**src/rtl/c_binary_op_accum_pkg.sv**
```systemverilog
// Shared operator codes and elaboration-time helpers for the framed
// binary-operator accumulator.
package c_binary_op_accum_pkg;

  // Operator codes (c_constants).
  localparam int BINARY_OP_AND  = 0;
  localparam int BINARY_OP_NAND = 1;
  localparam int BINARY_OP_OR   = 2;
  localparam int BINARY_OP_NOR  = 3;
  localparam int BINARY_OP_XOR  = 4;
  localparam int BINARY_OP_XNOR = 5;

  typedef enum logic {
    ST_IDLE  = 1'b0,
    ST_ACCUM = 1'b1
  } state_t;

  // Ceiling log2; clog2(1) = 0.
  function automatic int clog2(input int value);
    int r;
    r = 0;
    while ((1 << r) < value) r++;
    return r;
  endfunction

  // Non-inverting operator underlying op (NAND->AND, NOR->OR, XNOR->XOR).
  function automatic int base_op(input int op);
    case (op)
      BINARY_OP_AND, BINARY_OP_NAND: return BINARY_OP_AND;
      BINARY_OP_OR,  BINARY_OP_NOR:  return BINARY_OP_OR;
      default:                       return BINARY_OP_XOR;
    endcase
  endfunction

  // True for the operators whose result is complemented once at the end.
  function automatic logic op_inverted(input int op);
    return (op == BINARY_OP_NAND) || (op == BINARY_OP_NOR) ||
           (op == BINARY_OP_XNOR);
  endfunction

endpackage

```
**src/rtl/c_binary_op_accum_binop.sv**
```systemverilog
// Bitwise reduction of num_ports words with a non-inverting base operator
// (AND, OR or XOR). Purely combinational.
module c_binary_op_accum_binop
  import c_binary_op_accum_pkg::*;
#(
  parameter int num_ports = 4,
  parameter int width     = 8,
  parameter int base      = BINARY_OP_XOR
) (
  input  logic [width*num_ports-1:0] data_in,
  output logic [width-1:0]           data_out
);

  // Fold port words left to right; all base ops are commutative so order
  // does not affect the result.
  always_comb begin
    data_out = data_in[0 +: width];
    for (int i = 1; i < num_ports; i++) begin
      case (base)
        BINARY_OP_AND: data_out = data_out & data_in[i*width +: width];
        BINARY_OP_OR:  data_out = data_out | data_in[i*width +: width];
        default:       data_out = data_out ^ data_in[i*width +: width];
      endcase
    end
  end

endmodule

```
**src/rtl/c_binary_op_accum.sv**
```systemverilog
// Framed multi-beat binary operator: reduces each beat across ports, folds
// beats of a frame into an accumulator and emits one registered result per
// frame with beat count, saturation flag and protocol-error pulse.
module c_binary_op_accum
  import c_binary_op_accum_pkg::*;
#(
  parameter int num_ports = 4,
  parameter int width     = 8,
  parameter int op        = BINARY_OP_XOR,
  parameter int max_beats = 16,
  localparam int CW       = clog2(max_beats + 1)
) (
  input  logic                       clk,
  input  logic                       reset,
  input  logic                       flush,
  input  logic                       in_valid,
  input  logic                       in_first,
  input  logic                       in_last,
  input  logic [width*num_ports-1:0] data_in,
  output logic                       out_valid,
  output logic [width-1:0]           data_out,
  output logic [CW-1:0]              out_beats,
  output logic                       out_sat,
  output logic                       error
);

  localparam int            BASE    = base_op(op);
  localparam logic          INV     = op_inverted(op);
  localparam logic [CW-1:0] CNT_MAX = CW'(max_beats);

  state_t             state_q, state_d;
  logic [width-1:0]   acc_q, acc_d;
  logic [CW-1:0]      cnt_q, cnt_d;
  logic               sat_q, sat_d;
  logic               out_valid_q, out_valid_d;
  logic [width-1:0]   data_out_q, data_out_d;
  logic [CW-1:0]      out_beats_q, out_beats_d;
  logic               out_sat_q, out_sat_d;
  logic               error_q, error_d;

  logic [width-1:0]   beat_w;
  logic [width-1:0]   folded_w;

  // Spatial reduction of the current beat across ports.
  c_binary_op_accum_binop #(
    .num_ports (num_ports),
    .width     (width),
    .base      (BASE)
  ) u_spatial (
    .data_in  (data_in),
    .data_out (beat_w)
  );

  // Temporal fold of the current beat into the accumulator.
  c_binary_op_accum_binop #(
    .num_ports (2),
    .width     (width),
    .base      (BASE)
  ) u_temporal (
    .data_in  ({beat_w, acc_q}),
    .data_out (folded_w)
  );

  // Next-state logic: flush dominates, then valid beats; bubbles hold state.
  always_comb begin
    logic             restart;
    logic [width-1:0] fold;
    logic [CW-1:0]    cnt_new;
    logic             sat_new;

    state_d     = state_q;
    acc_d       = acc_q;
    cnt_d       = cnt_q;
    sat_d       = sat_q;
    out_valid_d = 1'b0;
    data_out_d  = data_out_q;
    out_beats_d = out_beats_q;
    out_sat_d   = out_sat_q;
    error_d     = 1'b0;
    restart     = 1'b0;
    fold        = '0;
    cnt_new     = '0;
    sat_new     = 1'b0;

    if (flush) begin
      state_d = ST_IDLE;
      acc_d   = '0;
      cnt_d   = '0;
      sat_d   = 1'b0;
    end else if (in_valid) begin
      // A beat in IDLE always opens a frame; a first flag mid-frame restarts.
      restart = (state_q == ST_IDLE) || in_first;
      error_d = (state_q == ST_IDLE) ? ~in_first : in_first;

      if (restart) begin
        fold    = beat_w;
        cnt_new = CW'(1);
        sat_new = 1'b0;
      end else begin
        fold = folded_w;
        if (cnt_q == CNT_MAX) begin
          cnt_new = cnt_q;
          sat_new = 1'b1;
        end else begin
          cnt_new = cnt_q + CW'(1);
          sat_new = sat_q;
        end
      end

      if (in_last) begin
        out_valid_d = 1'b1;
        data_out_d  = fold ^ {width{INV}};
        out_beats_d = cnt_new;
        out_sat_d   = sat_new;
        state_d     = ST_IDLE;
        acc_d       = '0;
        cnt_d       = '0;
        sat_d       = 1'b0;
      end else begin
        state_d = ST_ACCUM;
        acc_d   = fold;
        cnt_d   = cnt_new;
        sat_d   = sat_new;
      end
    end
  end

  // State, accumulator and registered outputs with asynchronous clear.
  always_ff @(posedge clk or posedge reset) begin
    if (reset) begin
      state_q     <= ST_IDLE;
      acc_q       <= '0;
      cnt_q       <= '0;
      sat_q       <= 1'b0;
      out_valid_q <= 1'b0;
      data_out_q  <= '0;
      out_beats_q <= '0;
      out_sat_q   <= 1'b0;
      error_q     <= 1'b0;
    end else begin
      state_q     <= state_d;
      acc_q       <= acc_d;
      cnt_q       <= cnt_d;
      sat_q       <= sat_d;
      out_valid_q <= out_valid_d;
      data_out_q  <= data_out_d;
      out_beats_q <= out_beats_d;
      out_sat_q   <= out_sat_d;
      error_q     <= error_d;
    end
  end

  assign out_valid = out_valid_q;
  assign data_out  = data_out_q;
  assign out_beats = out_beats_q;
  assign out_sat   = out_sat_q;
  assign error     = error_q;

endmodule

```
**config.mk**
```make
export PLATFORM = sky130hd
export DESIGN_NAME = c_binary_op_accum
export DESIGN_NICKNAME = d
export VERILOG_FILES = /design/src/rtl/c_binary_op_accum_pkg.sv /design/src/rtl/c_binary_op_accum_binop.sv /design/src/rtl/c_binary_op_accum.sv
export SDC_FILE = /design/constraint.sdc
export NUM_CORES = 1
export LEC_CHECK = 0
export BUFFER_PORTS_ARGS = -buffer_cell sky130_fd_sc_hd__clkbuf_2
export CAP_MARGIN = 5
export CORE_MARGIN = 2
export CORE_UTILIZATION = 38
export CTS_BUF_LIST = sky130_fd_sc_hd__clkbuf_8
export DETAILED_ROUTE_END_ITERATION = 10
export SYNTH_ARGS = -nofsm -noshare
export SYNTH_HDL_FRONTEND = slang
export SYNTH_SLANG_ARGS = --single-unit
```
**constraint.sdc**
```tcl
create_clock -name clk -period 2.2 [get_ports clk]
set_input_delay 0.11 -clock clk [delete_from_list [all_inputs] [get_ports clk]]
set_output_delay 0.11 -clock clk [all_outputs]
set_load 0.05 [all_outputs]
```
==> results.cfg <==
[outcome]
status = completed

[sta]
finalMaxSlewViolations = 0
min_period_ns = 1.77
whs_ns = 0.172
hold_viol = 0
setup_ws_ns = 0.432
maxSlewHeadroom = 0.531
timing.final.crit_share = 0.803
fin_worst_skew_ns = 0.00870
tightest_slew_ns = 0.700
setup_viol = 0
fin_setup_tns_ns = 0
fmax_mhz = 566
rsz0062_at_grt = no

[grt]
grt_pass1_wl_mm = 5.73
grt_overflow = 0
grt_max_degree = 32
grtUsageTotal = 0.152
antenna_found_initial = 0
grt_pass1_vias = 1317

[route]
drt_wl_total_mm = 3.38
route.met3.wl_um = 164
drt-initial-drc-count = 65
drt_first_pass_iters = 4
dr_wl_met2_mm = 1.80
drt-met1-wl_mm = 1.36
vias_per_cell = 4.98
antenna_left = 0
num_vias = 1225
dr.max_layer_used = met4
drc = 0
wire_per_inst_um = 13.8

[layout]
syn_to_final_growth_pct = 25.1
multiInputGateArea_um2 = 815
final_cells = 246
layout-drive-gt1-share = 0.367
seqCellArea_um2 = 776
fillCellCount = 389
diodes = 0
fin_nets = 236

[synth]
ys_top_cells_by_area = dfrtp_1 47%, xnor3_1 11%, xnor2_1 10%
yosysMostFrequentCell = dfrtp_1
ys.flop_type = dfrtp_1
ys_async_sr_fraction = 1.00
post-synth-top-area-cell = dfrtp_1
synth_area_um2 = 1640
ys_top_cells_by_count = 31 x dfrtp_1, 19 x nand2_1, 19 x xnor2_1
syn_nets = 178
synth_top_area_frac = 0.472
synth-seq-area-share = 0.472
synthCells = 137
synth.ff_latch_count = 31
synth.distinct_cells = 27
avgSynthCellArea_um2 = 12.0
yosysWarnings = 0
synth_edf_count = 0

[floorplanning]
std_cell_rows = 23
die_area_um2 = 4870
start_util = 0.402
die_h_um = 69.8
die_w_um = 69.8
io_pins = 54
coreArea_um2 = 4090

[setup_path]
crit_path_end_kind = flop
startpoint_type = flop
cp.required_ns = 2.39
worstSetupPathType = flop to flop
crit_fanout = 14
r2r_cells = 4
cp.arrival_ns = 1.96

[pwr]
power.density_nw_per_um2 = 754
ir_drop_mv = 0.377
power_leakage_nw = 1.02
power_mw = 1.55

[clock_tree]
cts_root_buf = clkbuf_8
cts_tree = done
insertion_delay_ns = 0.28
cts_max_path_buffers = 2
cts_resized = 0
path_clk_slew_ns = 0.06
numCtsBuffers = 5
clock_sinks = 31
h-tree-depth = 2

[min_path]
min_path_type = input port to flop
whs_path_depth = 2

[placement]
placed_cells = 237
pre_cts_slack_ns = 0.436
place_congestion = 0.864
placement.io_buffers = 53
hpwl_mm = 2.57

[flow_run]
maxCapViolations = 0
-- critical path: stages, from the launching register on --
cell and delay [ns]:
dfrtp_1 0.35, ha_1 0.46, inv_1 0.17, or4_1 0.53, a31oi_1 0.18
-- placed cells by master (no fill, tap or decap), drive strengths merged --
master / instances
clkbuf: 58
dfrtp: 31
nand2: 19
xnor2: 19
inv: 10
xnor3: 8
a22o: 8
mux2: 8
o21ai: 4
o31ai: 4
ha: 3
nand3: 2
nor2: 2
a21oi: 2
o22ai: 2
a31oi: 2
buf: 2
nand3b: 1
nand4bb: 1
xor2: 1
nor3b: 1
or3b: 1
and4bb: 1
or4: 1
a41oi: 1
and3b: 1
o32ai: 1
clkinv: 1
dlygate4sd3: 1
-- sequential cells by signal, summed over array words and instances (netlist names) --
signal,cells
acc_q,8
data_out,8
cnt_q,5
out_beats,5
error,1
out_sat,1
out_valid,1
sat_q,1
state_q,1
-- power by group --
group	leakage [nW]	total (mW)	switching, mW	internal, mW
combinational	0.564	0.475	0.304	0.171
clock	0.0505	0.410	0.198	0.212
sequential	0.406	0.664	0.0302	0.634
total	1.02	1.55	0.532	1.02
-- path summary, 6_finish.rpt --
path                                    from      endpoint  slack [ns]
worst max-delay path                 state_q      cnt_q[2]        0.43
worst min-delay path                in_valid         error        0.17
worst max register to register       state_q      cnt_q[2]        0.43
worst min register to register  out_beats[4]  out_beats[4]        0.48
max in group asynchronous              reset         error        1.48
min in group asynchronous              reset      acc_q[6]        0.43
-- metal layers --
metal	vias to the layer above	track usage
li1	597	-
met1	592	0.164
met2	31	0.269
met3	5	0.0480
met4	0	0.0684
met5	-	0
-- cells by family (layout without fill, tap and decap cells) --
kind of cell | after synthesis | in the layout | synth area share
xor gates and xnor gates | 28 | 28 | 0.216
DFF | 31 | 31 | 0.472
and+or+nand+nor | 30 | 30 | 0.0967
muxes | 8 | 8 | 0.0548
AOI/OAI and AO/OA | 24 | 24 | 0.105
adders and majority gates | 3 | 3 | 0.0229
buffers and inverters | 13 | 72 | 0.0320
-- repair_timing --
| item | in CTS | in global routing |
|---|---|---|
| hold buffers | 1 | 0 |
| hold endpoints to repair | 31 | 0 |
| setup buffers | 0 | 0 |
-- per-stage QoR --
stage / area [µm²] / util
final: 2050 / 0.503
after global routing: 2050 / 0.503
after CTS: 2050 / 0.503
after detailed placement: 1960 / 0.480
after global placement: 1960 / 0.480
after floorplan: 1640 / -
-- cell type report --
cell class / count / area share
Clock inverter: 3 / 0.00609
Multi-Input combinational cell: 93 / 0.396
Inverter: 8 / 0.0146
Clock buffer: 5 / 0.0335
Tap cell: 50 / 0.0305
Timing Repair Buffer: 56 / 0.141
Sequential cell: 31 / 0.378
Power figures use the tool's default switching activity.
